$ cat src/rtl/muldiv_sequencer_if.sv
// Core-side handshake and operand bus for the RV32M multiply/divide sequencer.
interface muldiv_sequencer_if #(parameter int WIDTH = 32);
   logic             start;
   logic             flush;
   logic [2:0]       funct3;
   logic [WIDTH-1:0] op_a;
   logic [WIDTH-1:0] op_b;
   logic             busy;
   logic             stall;
   logic             done;
   logic [WIDTH-1:0] result;

   modport master (output start, flush, funct3, op_a, op_b,
                   input  busy, stall, done, result);
   modport slave  (input  start, flush, funct3, op_a, op_b,
                   output busy, stall, done, result);
endinterface

$ cat src/rtl/muldiv_sequencer.sv
// Radix-2 multi-cycle RV32M multiply/divide sequencer (shift-add / restoring divide).
// Optional build macro MULDIV_FASTPATH_EN: trivial operands skip the iteration phase.
//
// state | meaning
// IDLE  | waiting for start
// CALC  | one radix-2 iteration per clock, counter counts down
// FIX   | sign correction, special-case override, result register load
// DONE  | done pulse, back to IDLE
module muldiv_sequencer #(
   parameter int WIDTH = 32,
   parameter int CNT_W = $clog2(WIDTH) + 1
) (
   input logic             clk,
   input logic             rst_n,
   muldiv_sequencer_if.slave bus
);
   localparam logic [1:0] IDLE = 2'd0;
   localparam logic [1:0] CALC = 2'd1;
   localparam logic [1:0] FIX  = 2'd2;
   localparam logic [1:0] DONE = 2'd3;

   logic [1:0]       state;
   logic [CNT_W-1:0] cnt;
   logic [2:0]       f3;
   logic             sign_a, sign_b, b_zero;
   logic [WIDTH-1:0] hi, lo, bmag, result;

   logic             accept;
   logic             in_div, in_sa, in_sb, neg_a_in, neg_b_in;
   logic [WIDTH-1:0] a_mag_in, b_mag_in;

   assign accept   = (state == IDLE) & bus.start & ~bus.flush;
   assign in_div   = bus.funct3[2];
   assign in_sa    = in_div ? ~bus.funct3[0] : (bus.funct3[1:0] == 2'b01 || bus.funct3[1:0] == 2'b10);
   assign in_sb    = in_div ? ~bus.funct3[0] : (bus.funct3[1:0] == 2'b01);
   assign neg_a_in = in_sa & bus.op_a[WIDTH-1];
   assign neg_b_in = in_sb & bus.op_b[WIDTH-1];
   assign a_mag_in = neg_a_in ? ({WIDTH{1'b0}} - bus.op_a) : bus.op_a;
   assign b_mag_in = neg_b_in ? ({WIDTH{1'b0}} - bus.op_b) : bus.op_b;

`ifdef MULDIV_FASTPATH_EN
   // Preloaded hi/lo are the unsigned-domain answer, so FIX handles them like a real run.
   logic             in_bzero, in_ovf, trivial;
   logic [WIDTH-1:0] triv_hi, triv_lo;
   assign in_bzero = (bus.op_b == '0);
   assign in_ovf   = in_div & ~bus.funct3[0] & (bus.op_a == {1'b1, {(WIDTH-1){1'b0}}}) & (bus.op_b == '1);
   assign trivial  = in_div ? (in_bzero | in_ovf) : ((bus.op_a == '0) | in_bzero);
   assign triv_hi  = (in_div & in_bzero) ? a_mag_in : '0;
   assign triv_lo  = in_div ? (in_bzero ? '1 : a_mag_in) : '0;
`endif

   logic [WIDTH:0]   mul_sum;
   logic [WIDTH:0]   div_shift;
   logic             div_ge;
   logic [WIDTH-1:0] div_sub;

   assign mul_sum   = {1'b0, hi} + {1'b0, bmag};
   assign div_shift = {hi, lo[WIDTH-1]};
   assign div_ge    = div_shift >= {1'b0, bmag};
   assign div_sub   = div_shift[WIDTH-1:0] - bmag;

   logic [2*WIDTH-1:0] prod_s;
   logic [WIDTH-1:0]   quo_s, rem_s, fix_val;

   always_comb begin
      prod_s  = (sign_a ^ sign_b) ? ({(2*WIDTH){1'b0}} - {hi, lo}) : {hi, lo};
      quo_s   = b_zero ? '1 : ((sign_a ^ sign_b) ? ({WIDTH{1'b0}} - lo) : lo);
      rem_s   = sign_a ? ({WIDTH{1'b0}} - hi) : hi;
      fix_val = '0;
      if (f3[2])
         fix_val = f3[1] ? rem_s : quo_s;
      else if (f3[1:0] == 2'b00)
         fix_val = prod_s[WIDTH-1:0];
      else
         fix_val = prod_s[2*WIDTH-1:WIDTH];
   end

   always_ff @(posedge clk or negedge rst_n) begin
      if (!rst_n) begin
         state  <= IDLE;
         cnt    <= '0;
         f3     <= '0;
         sign_a <= 1'b0;
         sign_b <= 1'b0;
         b_zero <= 1'b0;
         hi     <= '0;
         lo     <= '0;
         bmag   <= '0;
         result <= '0;
      end else if (bus.flush && state != IDLE) begin
         state <= IDLE;
         cnt   <= '0;
      end else begin
         case (state)
            IDLE: if (accept) begin
               f3     <= bus.funct3;
               sign_a <= neg_a_in;
               sign_b <= neg_b_in;
               b_zero <= (bus.op_b == '0);
               bmag   <= b_mag_in;
`ifdef MULDIV_FASTPATH_EN
               if (trivial) begin
                  hi    <= triv_hi;
                  lo    <= triv_lo;
                  cnt   <= '0;
                  state <= FIX;
               end else begin
                  hi    <= '0;
                  lo    <= a_mag_in;
                  cnt   <= CNT_W'(WIDTH);
                  state <= CALC;
               end
`else
               hi    <= '0;
               lo    <= a_mag_in;
               cnt   <= CNT_W'(WIDTH);
               state <= CALC;
`endif
            end
            CALC: begin
               if (f3[2]) begin
                  hi <= div_ge ? div_sub : div_shift[WIDTH-1:0];
                  lo <= {lo[WIDTH-2:0], div_ge};
               end else if (lo[0]) begin
                  {hi, lo} <= {mul_sum, lo[WIDTH-1:1]};
               end else begin
                  {hi, lo} <= {1'b0, hi, lo[WIDTH-1:1]};
               end
               cnt <= cnt - 1'b1;
               if (cnt == CNT_W'(1)) state <= FIX;
            end
            FIX: begin
               result <= fix_val;
               state  <= DONE;
            end
            default: state <= IDLE;
         endcase
      end
   end

   assign bus.busy   = (state != IDLE);
   assign bus.done   = (state == DONE);
   assign bus.stall  = bus.busy | accept;
   assign bus.result = result;
endmodule

$ cat src/flat_wrapper.sv
// flat-port wrapper written by rule: the top's interface ports become plain ports
module muldiv_sequencer_flat 
#(
   parameter int WIDTH = 32,
   parameter int CNT_W = $clog2(WIDTH) + 1
)
  (clk, rst_n, bus_start, bus_flush, bus_funct3, bus_op_a, bus_op_b, bus_busy, bus_stall, bus_done, bus_result);
  muldiv_sequencer_if #(.WIDTH(WIDTH)) bus_i ();
  input logic clk;
  input logic rst_n;
  input wire logic [$bits(bus_i.start)-1:0] bus_start;
  input wire logic [$bits(bus_i.flush)-1:0] bus_flush;
  input wire logic [$bits(bus_i.funct3)-1:0] bus_funct3;
  input wire logic [$bits(bus_i.op_a)-1:0] bus_op_a;
  input wire logic [$bits(bus_i.op_b)-1:0] bus_op_b;
  output wire logic [$bits(bus_i.busy)-1:0] bus_busy;
  output wire logic [$bits(bus_i.stall)-1:0] bus_stall;
  output wire logic [$bits(bus_i.done)-1:0] bus_done;
  output wire logic [$bits(bus_i.result)-1:0] bus_result;
  assign bus_i.start = bus_start;
  assign bus_i.flush = bus_flush;
  assign bus_i.funct3 = bus_funct3;
  assign bus_i.op_a = bus_op_a;
  assign bus_i.op_b = bus_op_b;
  assign bus_busy = bus_i.busy;
  assign bus_stall = bus_i.stall;
  assign bus_done = bus_i.done;
  assign bus_result = bus_i.result;
  muldiv_sequencer #(.WIDTH(WIDTH), .CNT_W(CNT_W)) u_core (.clk(clk), .rst_n(rst_n), .bus(bus_i));
endmodule
$ cat config.mk
export PLATFORM = sky130hd
export DESIGN_NAME = muldiv_sequencer_flat
export DESIGN_NICKNAME = d
export VERILOG_FILES = /design/src/rtl/muldiv_sequencer_if.sv /design/src/rtl/muldiv_sequencer.sv /design/src/flat_wrapper.sv
export SDC_FILE = /design/constraint.sdc
export NUM_CORES = 1
export LEC_CHECK = 0
export ABC_CLOCK_PERIOD_IN_PS = 4200
export CELL_PAD_IN_SITES_DETAIL_PLACEMENT = 1
export CELL_PAD_IN_SITES_GLOBAL_PLACEMENT = 1
export CORE_UTILIZATION = 45
export DETAILED_ROUTE_END_ITERATION = 8
export HOLD_SLACK_MARGIN = 0.05
export PLACE_DENSITY = 0.78
export SYNTH_ARGS = -nofsm -noshare
export SYNTH_HDL_FRONTEND = slang
export SYNTH_SLANG_ARGS = --single-unit
$ cat constraint.sdc
create_clock -name clk -period 4.2 [get_ports clk]
set_input_delay 0.42 -clock clk [delete_from_list [all_inputs] [get_ports clk]]
set_output_delay 0.42 -clock clk [all_outputs]
set_load 0.01 [all_outputs]
Yosys cells after proc, flatten, opt, wreduce, memory -nomap -nowiden
Cells that the tools add are included.
{ "totals": {"ff_bits": 142, "out_inout_bits": 35, "wordCells": 77} }
{ "classes": {"n_addsub": 8, "order_cmp": 1, "n_eq_ne": 9, "muxes": 27, "bitwise_logic": 9, "n_reduce_logical": 13} }
{ "op_table": {"columns": ["operator", "count"], "rows": [
  ["32-bit 2-to-1 mux", 15],
  ["32-bit case mux with 2 select lines", 2],
  ["1-bit by 32-bit subtractor with 32-bit output, first input constant", 4],
  ["64-bit 2-to-1 mux", 1],
  ["1-bit by 64-bit subtractor with 64-bit output, first input constant", 1],
  ["32-bit by 32-bit adder with 33-bit output", 1],
  ["33-bit by 32-bit >= comparator with 1-bit output", 1],
  ["32-bit logical NOT", 1],
  ["32-bit subtractor", 1],
  ["6-bit 2-to-1 mux", 2],
  ["6-bit case mux with 2 select lines", 1],
  ["2-bit equality test, second input constant", 3],
  ["6-bit by 1-bit equality test with 1-bit output, second input constant", 1],
  ["2-bit 2-to-1 mux", 3],
  ["2-bit case mux with 3 select lines", 1],
  ["2-bit AND reduction", 3],
  ["3-bit AND reduction", 2],
  ["6-bit by 1-bit subtractor with 6-bit output, second input constant", 1],
  ["1-bit AND", 4],
  ["2-bit by 1-bit equality test with 1-bit output, second input constant", 2],
  ["2-bit logical NOT", 2],
  ["2-bit nonzero test", 2],
  ["3-bit by 1-bit inequality test with 1-bit output, second input constant", 1],
  ["3-bit by 2-bit inequality test with 1-bit output, second input constant", 1],
  ["other kinds (8)", 11]
]} }

Logic depth before layout (Yosys ltp)
Gate-level depths: netlist of run 1.
{ "depth": {"depth_word": 7, "depth_mapped": 14, "mapped_depth_nobuf": 13} }

Least setup slack after synthesis of run 1
No wires, ideal clock.
{ "synth_timing": {"kind": "flip-flop to flip-flop", "startpoint": "register u_core.lo[0]", "endpoint": "register u_core.result[30] (netlist: u_core.bus.result[30])", "t_arrival_ps": 3109, "required_time_ps": 4117, "path_slack_ps": 1008, "path_stages_with_launch": 15, "n_path_buf": 3, "synth_period_minus_slack_ps": 3192, "cell_sequence": "dfrtp_1 > clkbuf_1 > clkinv_1 > clkbuf_1 > ha_1 > nand2b_1 > or4b_4 > or3_1 > buf_6 > nor2_2 > a31oi_1 > xnor2_1 > a22oi_1 > nand2_1 > o21ai_0"} }
{ "synth_via": {"elab_chain_cells": 5, "word_cells_on_any_way": 8} }
{ "synth_lines": {"columns": ["item", "line_no", "rtl"], "rows": [
  ["start, declared", "muldiv_sequencer.sv:26", "logic [WIDTH-1:0] hi, lo, bmag, result;"],
  ["start signal, assigned", "muldiv_sequencer.sv:115", "lo <= a_mag_in;"],
  ["start signal, assigned", "muldiv_sequencer.sv:123", "lo <= {lo[WIDTH-2:0], div_ge};"],
  ["start signal, assigned", "muldiv_sequencer.sv:125", "{hi, lo} <= {mul_sum, lo[WIDTH-1:1]};"],
  ["1-bit by 32-bit subtractor with 32-bit output", "muldiv_sequencer.sv:67", "quo_s = b_zero ? '1 : ((sign_a ^ sign_b) ? ({WIDTH{1'b0}} - lo) : lo);"],
  ["32-bit 2-to-1 mux (2 in series)", "muldiv_sequencer.sv:67", null],
  ["32-bit 2-to-1 mux", "muldiv_sequencer.sv:71", "fix_val = f3[1] ? rem_s : quo_s;"],
  ["32-bit 2-to-1 mux (*)", "muldiv_sequencer.sv:70", "if (f3[2])"],
  ["end signal, assigned", "muldiv_sequencer.sv:133", "result <= fix_val;"],
  ["end, declared", "muldiv_sequencer.sv:26", null]
]} }
Every way passes the cells marked *; elsewhere a longest branch is shown, timed or not.
A chain may end at the register's enable or synchronous reset.

Final worst setup path of run 1
{ "layout_timing": {"startpoint": "register u_core.hi[0]", "endpoint": "register u_core.result[28] (netlist: u_core.bus.result[28])"} }
{ "layout_via": {"elab_chain_cells": 4, "word_cells_on_any_way": 7} }
{ "layout_lines": {"columns": ["item", "line_no", "rtl"], "rows": [
  ["start, declared", "muldiv_sequencer.sv:26", null],
  ["start signal, assigned", "muldiv_sequencer.sv:122", "hi <= div_ge ? div_sub : div_shift[WIDTH-1:0];"],
  ["start signal, assigned", "muldiv_sequencer.sv:125", null],
  ["start signal, assigned", "muldiv_sequencer.sv:127", "{hi, lo} <= {1'b0, hi, lo[WIDTH-1:1]};"],
  ["1-bit by 64-bit subtractor with 64-bit output or 1-bit by 32-bit subtractor with 32-bit output (tied branches)", "muldiv_sequencer.sv:66, muldiv_sequencer.sv:68", null],
  ["64-bit 2-to-1 mux or 32-bit 2-to-1 mux (tied branches)", "muldiv_sequencer.sv:66, muldiv_sequencer.sv:68", null],
  ["32-bit 2-to-1 mux, on equally long branches", "muldiv_sequencer.sv:72, muldiv_sequencer.sv:71", null],
  ["32-bit 2-to-1 mux (*)", "muldiv_sequencer.sv:70", null]
]} }
Marks and branches as above.

==> impl_results.md, run 1 <==
* Largest family of logic cells by synthesized area: compound AO/OA/AOI/OAI gates
* Vias in the first global route at 15.1k
* Synth Area in Adders at 0.0689
* Min cycle time layout at 3710 ps
* Asr flop ratio synth at 1.00
* Die height at about 180 um
* ANT nets after route at 0
* Placed Area at 15,800 sq um
* Prevailing post-synth register cell: dfrtp_1
* Post-synthesis compound-gate area fraction at 0.270
* Ratio of cells with drive above 1 in the final layout at 0.0604
* I/O pin total at between 100 and 150
* Post-synthesis cell count at 1,902
* Status: finished, final reports clean
* Rows at 65
* Crit-path max FO at 11
* WP data arrival at 4050 ps
* Initial antenna violation count at 0
* Largest net degree at the start of global routing at 101
* Synth Area in XOR/XNOR at 0.120
* Reg clk slew, reported paths at roughly 70 ps
* Final nets at 2,090
* Clock Path Buffers at 2
* # hold bufs at CTS at 0
* Ys Warns at 0
* Filler cells at 3,928
* Crit end category: flop
* Cell taking the most area after synthesis: dfrtp_1
* Relative slew slack at 0.233
* VDD IR-drop max at 0.500 mV
* Num CTS Buffers at 17
* Commonest non-fill, non-tap cell in the layout: nand2_1
* Core ar. at around 31,000 sq um
* Port Buffers at 105
* DR WL/cell at 22.3 um
* Yosys cell types at 81
* H-tree levels at 4
* Final worst path period share at 0.882
* Die ar. at 32,700 sq um
* Post-CTS Repair Setup Buffers at 0
* Number of synthesized flops with an enable pin at 0
* Register area at 3560 sq um
* Power density cells at 968 nW/um^2
* DRT Pass-1 Iters at 5
* R2R setup slack at a little under 500 ps
* Synth Area in Simple Gates at 0.193
* Starting Density at 0.457
* Num Clock Sinks at 142
* Final Wtd Congestion at 0.929
* Worst Max-Slew Pin Slew at 1150 ps
* Post-route cell area at 16,400 sq um
* Vias per cell at 6.29
* Residual DRC count at 0
* Hpwl dp at 39.1 mm
* GRT Util Overall at 0.325
* WL final at ~53 mm
* Multiplexer share of the synthesized area at 0.0458
* Setup TNS Final at 0 ps
* Root Buffer: clkbuf_16
* Fin Clk Skew at 16.1 ps
* Final Setup Violations at 0
* Worst Hold Class: in2async
* Global-route wire length before repair at 84.1 mm
* Register bit total from synthesis at about 140
* Drt initial violations at about 1.2k
* CP required at roughly 4600 ps
* CTS tree: yes
* Max_cap viols at 0
* Die X at 181 um
* Vias post-DR at 14.8k
* Mapped Area at 14,400 sq um
* Crit Path Class: reg2reg
* Sequential share of the synthesized area at 0.247
* Syn Nets at 2,051
* Avg Inst Size Synth at 7.56 sq um
* Multi-input gate area at 10,000 sq um
* Slew Limit Fails at 0
* Post-CTS resize count at 0
* Grt ovf at 0
* Clock latency at the later pin of the worst-skew pair at 450 ps
* Crit path launch type: flop
* RSZ-0062 raised after global routing: no
* Leakage power at 6.95 nW
* Final hold violation count at 0
* Antenna Cells at 0
* Top area cells in the synthesized netlist: dfrtp_1 25%, o21ai_0 7.1%, xnor2_1 6.9%
* Commonest non-fill, non-tap cells in the layout: 253 x nand2_1, 205 x o21ai_0, 152 x a21oi_1
* Fmax at 0.270 GHz
* Share of the synthesized area in the top cell type at 0.247
* Area growth, synth to finish at 13.9%
==> synth_stat cells, drive strengths merged (4+ instances only) <==
library cell	count
a221o	4
a21oi	152
mux2	14
a32o	5
a21o	20
nand3	26
clkbuf	109
a211o	4
and4	4
inv	81
nor3	45
o21a	13
nor4	17
buf	17
o22ai	11
o31a	4
xnor2	114
a221oi	20
o41ai	14
a41oi	6
nand2	253
or2	9
dfrtp	142
a222oi	7
nor2	145
o221ai	4
xor2	83
mux2i	50
o21ai	212
o21bai	11
a211oi	26
ha	76
nor2b	9
a22o	11
or4	9
o31ai	37
and2	10
or3	15
nand4	8
o211ai	19
a31oi	18
and3	13
nand2b	14
==> routing by layer <==
layer,GRT usage,share of wire,vias to the layer above
met5,0,0,-
met4,0.122,0.034,0
met3,0.0474,0.053,107
met2,0.532,0.47,489
met1,0.433,0.45,7316
li1,-,-,6890
==> metrics by stage <==
step	hold WS [ps]	power (mW)	worst slack, ps	cells	utilization
2_1_floorplan	124	10.5	1010	1902	-
3_3_place_gp	468	13.6	658	2324	0.502
3_5_place_dp	480	13.9	486	2324	0.502
4_1_cts	157	15.7	493	2355	0.520
5_1_grt	182	17.0	303	2355	0.520
6_report	98.2	15.9	494	2355	0.520
==> layout make-up <==
class / count / share of cell area
multi-input combinational: 1552 / 0.614
timing repair buffer: 146 / 0.0838
sequential: 142 / 0.217
tap: 402 / 0.0307
clock buffer: 19 / 0.0277
clock inverter: 12 / 0.00810
inverter: 82 / 0.0188
==> path summary, 6_finish.rpt <==
check | startpoint | to | depth (start not counted)
min in group clk | u_core.bus.result[30]$_DFFE_PN0P_ | u_core.bus.result[30]$_DFFE_PN0P_ | 2
hold reg to reg | u_core.bus.result[30]$_DFFE_PN0P_ | u_core.bus.result[30]$_DFFE_PN0P_ | 2
setup reg to reg | u_core.hi[0]$_DFFE_PN0P_ | u_core.bus.result[28]$_DFFE_PN0P_ | 11
setup / recovery | u_core.hi[0]$_DFFE_PN0P_ | u_core.bus.result[28]$_DFFE_PN0P_ | 11
hold / removal | rst_n | u_core.bmag[30]$_DFFE_PN0P_ | 1
max in group asynchronous | rst_n | u_core.lo[19]$_DFFE_PN0P_ | 2
==> critical path: stages (launching register included) <==
cell	delay, ps
dfrtp_1	480
inv_1	290
ha_1	260
or3b_1	450
or4b_4	580
or2_2	440
nor2_2	290
a21oi_1	130
xnor2_1	170
a22oi_1	190
nand2_1	110
o21ai_0	210
==> registers in the layout, summed over array words and instances (netlist names) <==
name and count:
u_core.state 2, u_core.cnt 6, u_core.hi 32, u_core.sign_a 1
u_core.bmag 32, u_core.bus.result 32, u_core.lo 32, u_core.b_zero 1
u_core.f3 3, u_core.sign_b 1
==> power breakdown <==
group	internal, mW	switching [mW]
Clock	0.907	0.692
Combinational	4.39	6.97
Sequential	1.97	0.925
==> cell families (layout without fill, tap and decap cells) <==
group,after synthesis,after routing
XOR/XNOR,197,197
buffers and inverters,208,259
AND/OR/NAND/NOR,594,594
flip-flops,142,142
AO/OA/AOI/OAI,619,619
multiplexers,64,64
adder cells (fa/ha/maj),78,78
Note: power is estimated with default switching activity, not from simulation.
==> run 2: changes to the inputs <==
--- a/config.mk
+++ b/config.mk
@@ -10,7 +10,8 @@
 export CELL_PAD_IN_SITES_GLOBAL_PLACEMENT = 1
 export CORE_UTILIZATION = 45
 export DETAILED_ROUTE_END_ITERATION = 8
-export HOLD_SLACK_MARGIN = 0.05
+export HOLD_SLACK_MARGIN = 0.15
+export MAX_ROUTING_LAYER = met4
 export PLACE_DENSITY = 0.78
 export SYNTH_ARGS = -nofsm -noshare
 export SYNTH_HDL_FRONTEND = slang
==> impl_results.md, run 2 (synthesis results as in run 1) <==
* Status: finished, final reports clean
* WL final at 52.6 mm
* ANT nets after route at 0
* Power density cells at 976 nW/um^2
* Slew Limit Fails at 0
* Clock latency at the later pin of the worst-skew pair at 460 ps
* Relative slew slack at 0.199
* Post-route cell area at 16,500 sq um
* Worst Hold Class: reg2reg
* Hpwl dp at slightly below 40 mm
* Global-route wire length before repair at 84.3 mm
* CP max stage delay at 570 ps
* Multi-input gate area at 10,000 sq um
* Core ar. at 31,500 sq um
* I/O pin total at ~110
* GRT Util Overall at 0.337
* Most frequent CP cell: inv_1
* Final hold slack at 485 ps
* Vias in the first global route at 15.2k
* Worst R2R End: u_core.hi[24]$_DFFE_PN0P_
* Ratio of cells with drive above 1 in the final layout at 0.0599
* CP Buf/Inv Count at 3
* Fin Clk Skew at 14.0 ps
* CTS tree: yes
* Antenna Cells at 0
* Min-delay src: u_core.bus.result[9]$_DFFE_PN0P_
* Commonest non-fill, non-tap cells in the layout: 253 x nand2_1, 205 x o21ai_0, 152 x a21oi_1
* Final WS setup at 436 ps
* Vias per cell at ~6.3
* Setup TNS Final at 0 ps
* Worst Max-Slew Pin Slew at between 1000 and 1500 ps
* RSZ-0062 raised after global routing: no
* Final Wtd Congestion at 0.935
* Placed Area at around 16,000 sq um
* WP data arrival at about 4000 ps
* Final Setup Violations at 0
* Leakage power at 7.00 nW
* DR WL/cell at 22.3 um
* Residual DRC count at 0
* Clock Path Buffers at 2
* Post-CTS Repair Setup Buffers at 0
* R2R depth at 14
* GR peak layer: met2
* Crit Path Class: reg2reg
* Die height at 181 um
* Crit-path cells: inv_1 > ha_1 > inv_1 > fa_1 > a21o_1 > a31oi_1 > o21ai_1 > a2111oi_0 > buf_4 > nor2_1 > a311oi_1 > xnor2_1 > a211oi_1 > o21ai_0
* CP delay by family, top: compound AO/OA/AOI/OAI gates
* Reg clk slew, reported paths at about 70 ps
* Crit path to: u_core.hi[24]$_DFFE_PN0P_
* Setup WS pre-CTS at 551 ps
* Crit end category: flop
* VDD IR-drop max at 0.445 mV
* Met1 usage at 0.434
* Final hold violation count at 0
* Setup crit start: u_core.lo[31]$_DFFE_PN0P_
* R2R setup slack at 440 ps
* Commonest non-fill, non-tap cell in the layout: nand2_1
* Num Clock Sinks at 142
* CP required at 4510 ps
* Die X at roughly 180 um
* Post-CTS resize count at 0
* Reg-to-Reg Start: u_core.lo[31]$_DFFE_PN0P_
* Largest net degree at the start of global routing at 75
* Slowest-stage cell, CP: a2111oi_0
* Port Buffers at 105
* Final worst path period share at 0.896
* Crit path launch type: flop
* Filler cells at 3,907
* Max_cap viols at 0
* Drt initial violations at 1,112
* Initial antenna violation count at 0
* GR Layer Usage met2 at 0.532
* Crit. path cell count at 14
* Area growth, synth to finish at 14.6%
* Min cycle time layout at ~3800 ps
* Die ar. at 32,700 sq um
* Starting Density at 0.457
* Vias post-DR at around 15k
* Final core area utilization at 0.524
* Final nets at 2,089
* Fmax at 0.266 GHz
* Root Buffer: clkbuf_16
* DRT Pass-1 Iters at 9
* H-tree levels at 4
* Register area at 3560 sq um
* Met3 Usage GRT at 0.0486
* Rows at 65
* Grt ovf at 0
* Crit-path max FO at 5
* Num CTS Buffers at 17
-- run 2: routing by layer --
metal | wire [um] | vias to the layer above
met5 | 0 | -
met4 | 1850 | 0
met3 | 2710 | 121
met2 | 24500 | 473
met1 | 23600 | 7254
li1 | - | 6893
-- run 2: how the worst min path moves through the flow --
| stage | endpoint | slack [ps] | cells past startpoint |
|---|---|---|---|
| 3_5_place_dp | u_core.bus.result[9]$_DFFE_PN0P_ | 480 | 2 |
| 3_3_place_gp | u_core.bus.result[3]$_DFFE_PN0P_ | 470 | 2 |
| 6_report | u_core.bus.result[9]$_DFFE_PN0P_ | 480 | 2 |
| 2_1_floorplan | u_core.b_zero$_DFFE_PN0P_ | 120 | 0 |
| 4_1_cts | u_core.bus.result[9]$_DFFE_PN0P_ | 490 | 2 |
| 5_1_grt | u_core.bus.result[12]$_DFFE_PN0P_ | 520 | 2 |
-- run 2: cell type report --
cell class,count,area share
multi-input cells,1552,0.610
inverters,82,0.0187
clock inverters,12,0.0140
repair buffers,145,0.0830
clock buffers,20,0.0283
flip-flops and latches,142,0.216
well taps,402,0.0305
-- run 2: where the power goes --
group          internal [mW]  switching, mW
Clock                   1.17          0.694
Sequential              1.97          0.967
Combinational           4.39           6.91
Total                   7.52           8.57
-- run 2: worst register-to-register path, stage by stage (launching register included) --
cell	delay [ps]
dfrtp_1	420
inv_1	190
ha_1	210
inv_1	50
fa_1	410
a21o_1	210
a31oi_1	230
o21ai_1	220
a2111oi_0	570
buf_4	200
nor2_1	70
a311oi_1	370
xnor2_1	100
a211oi_1	230
o21ai_0	130
-- run 2: stage by stage --
stage | total power [mW] | cells
2_1_floorplan | 10.5 | 1902
3_3_place_gp | 13.6 | 2322
3_5_place_dp | 13.9 | 2322
4_1_cts | 15.9 | 2355
5_1_grt | 17.2 | 2355
6_report | 16.1 | 2355
-- run 2: repair_timing --
item	in CTS	in global routing
endpoints found under the setup margin	0	0
endpoints found under the hold margin	72	0
hold buffers	1	0
==> run 3: changes to the inputs <==
--- a/config.mk
+++ b/config.mk
@@ -8,11 +8,12 @@
 export ABC_CLOCK_PERIOD_IN_PS = 4200
 export CELL_PAD_IN_SITES_DETAIL_PLACEMENT = 1
 export CELL_PAD_IN_SITES_GLOBAL_PLACEMENT = 1
-export CORE_UTILIZATION = 45
+export CORE_UTILIZATION = 46
+export CTS_BUF_LIST = sky130_fd_sc_hd__clkbuf_4 sky130_fd_sc_hd__clkbuf_8
 export DETAILED_ROUTE_END_ITERATION = 8
 export HOLD_SLACK_MARGIN = 0.15
 export MAX_ROUTING_LAYER = met4
-export PLACE_DENSITY = 0.78
+export PLACE_DENSITY = 0.8
 export SYNTH_ARGS = -nofsm -noshare
 export SYNTH_HDL_FRONTEND = slang
 export SYNTH_SLANG_ARGS = --single-unit
==> impl_results.md, run 3 (synthesis results as in run 1) <==
* Status: finished, final reports clean
* Ratio of cells with drive above 1 in the final layout at 0.0599
* Relative slew slack at 0.224
* Crit path launch type: flop
* RSZ-0062 raised after global routing: no
* I/O pin total at 106
* Grt ovf at 0
* Min-delay src: u_core.bus.result[28]$_DFFE_PN0P_
* Commonest non-fill, non-tap cell in the layout: nand2_1
* Worst Hold Class: reg2reg
* WL final at 52.0 mm
* Final nets at 2,090
* Max_cap viols at 0
* Area growth, synth to finish at 13.1%
* Setup crit start: u_core.lo[31]$_DFFE_PN0P_
* Global-route wire length before repair at just over 80 mm
* Power density cells at slightly below 1000 nW/um^2
* Num Clock Sinks at 142
* Hpwl dp at 39.1 mm
* Final Setup Violations at 0
* Num CTS Buffers at 17
* Commonest non-fill, non-tap cells in the layout: 253 x nand2_1, 205 x o21ai_0, 152 x a21oi_1
* Reg-to-Reg Start: u_core.lo[31]$_DFFE_PN0P_
* R2R depth at 14
* Post-CTS Repair Setup Buffers at 0
* ANT nets after route at 0
* Post-CTS resize count at 0
* Port Buffers at between 100 and 150
* DR WL/cell at 22.1 um
* Initial antenna violation count at 2
* Clock Path Buffers at 2
* R2R setup slack at 440 ps
* Core ar. at 30,700 sq um
* Die X at 179 um
* Leakage power at 6.92 nW
* Crit end category: flop
* Rows at 64
* Die height at 179 um
* Fin Clk Skew at between 15 and 20 ps
* Vias in the first global route at about 15k
* Register area at 3560 sq um
* Vias per cell at 6.28
* GRT Util Overall at 0.343
* Residual DRC count at 0
* Drt initial violations at 1,105
* Root Buffer: clkbuf_8
* Final worst path period share at 0.896
* Final hold slack at around 500 ps
* Fmax at 0.266 GHz
* Largest net degree at the start of global routing at 80
* Vias post-DR at about 15k
* Filler cells at 3,822
* CTS tree: yes
* Clock latency at the later pin of the worst-skew pair at 510 ps
* Slew Limit Fails at 0
* H-tree levels at 4
* VDD IR-drop max at 0.494 mV
* Starting Density at 0.469
* Multi-input gate area at around 10,000 sq um
* Crit path to: u_core.hi[24]$_DFFE_PN0P_
* DRT Pass-1 Iters at 8
* WP data arrival at 4140 ps
* Final hold violation count at 0
* Final Wtd Congestion at 0.966
* CP required at between 4000 and 5000 ps
* Worst R2R End: u_core.hi[24]$_DFFE_PN0P_
* Min cycle time layout at 3760 ps
* Crit Path Class: reg2reg
* Setup TNS Final at 0 ps
* Reg clk slew, reported paths at about 90 ps
* Die ar. at 32,000 sq um
* Crit-path max FO at 5
* Worst Max-Slew Pin Slew at 1160 ps
-- run 3: final cells by class --
type	instances	area share
diodes	1	0.000154
clock buffers	20	0.0165
clock inverters	11	0.0131
inverters	82	0.0189
multi-input cells	1552	0.618
flip-flops and latches	142	0.219
well taps	396	0.0305
repair buffers	146	0.0846
-- run 3: worst min path at each step --
stage | endpoint | slack (ps) | cells past startpoint
after floorplan | u_core.b_zero$_DFFE_PN0P_ | 120 | 0
after global placement | u_core.bus.result[28]$_DFFE_PN0P_ | 470 | 2
after detailed placement | u_core.bus.result[6]$_DFFE_PN0P_ | 470 | 2
after CTS | u_core.bus.result[6]$_DFFE_PN0P_ | 490 | 2
after global routing | u_core.bus.result[28]$_DFFE_PN0P_ | 510 | 2
final | u_core.bus.result[28]$_DFFE_PN0P_ | 490 | 2
-- run 3: per-layer routing --
metal  GRT usage  up-vias  part of all wire
met5           -        -                 0
met4       0.123        0             0.030
met2       0.554      427              0.47
met3      0.0443       89             0.054
met1       0.437     7335              0.44
li1            -     6902                 -
-- run 3: power by group --
part | internal, mW | switching [mW] | leakage, nW
clock | 0.800 | 0.622 | 0.246
sequential | 1.96 | 0.978 | 1.81
combinational | 4.40 | 6.87 | 4.86
total | 7.17 | 8.47 | 6.92
-- run 3: critical path: stages, from the launching register on --
cell and delay (ps):
dfrtp_1 440, inv_1 200, ha_1 200, inv_1 50
fa_1 400, a21o_1 200, a31oi_1 220, o21ai_1 230
a2111oi_0 590, buf_4 210, nor2_1 60, a311oi_1 330
xnor2_1 110, a211oi_1 260, o21ai_0 120
-- run 3: timing repair --
| item | 4_1_cts | 5_1_grt |
|---|---|---|
| endpoints found under the setup margin | 0 | 0 |
| hold endpoints to repair | 77 | 0 |
| hold buffers | 1 | 0 |
-- run 3: metrics by stage --
| stage | cells | setup slack (ps) | utilization | cell area, sq um | total power, mW |
|---|---|---|---|---|---|
| final | 2350 | 435 | 0.530 | 16300 | 15.6 |
| after global routing | 2350 | 236 | 0.530 | 16300 | 16.8 |
| after CTS | 2349 | 558 | 0.530 | 16300 | 15.5 |
| after detailed placement | 2317 | 550 | 0.514 | 15800 | 13.9 |
| after global placement | 2317 | 659 | 0.514 | 15800 | 13.6 |
| after floorplan | 1902 | 1010 | - | 14400 | 10.5 |
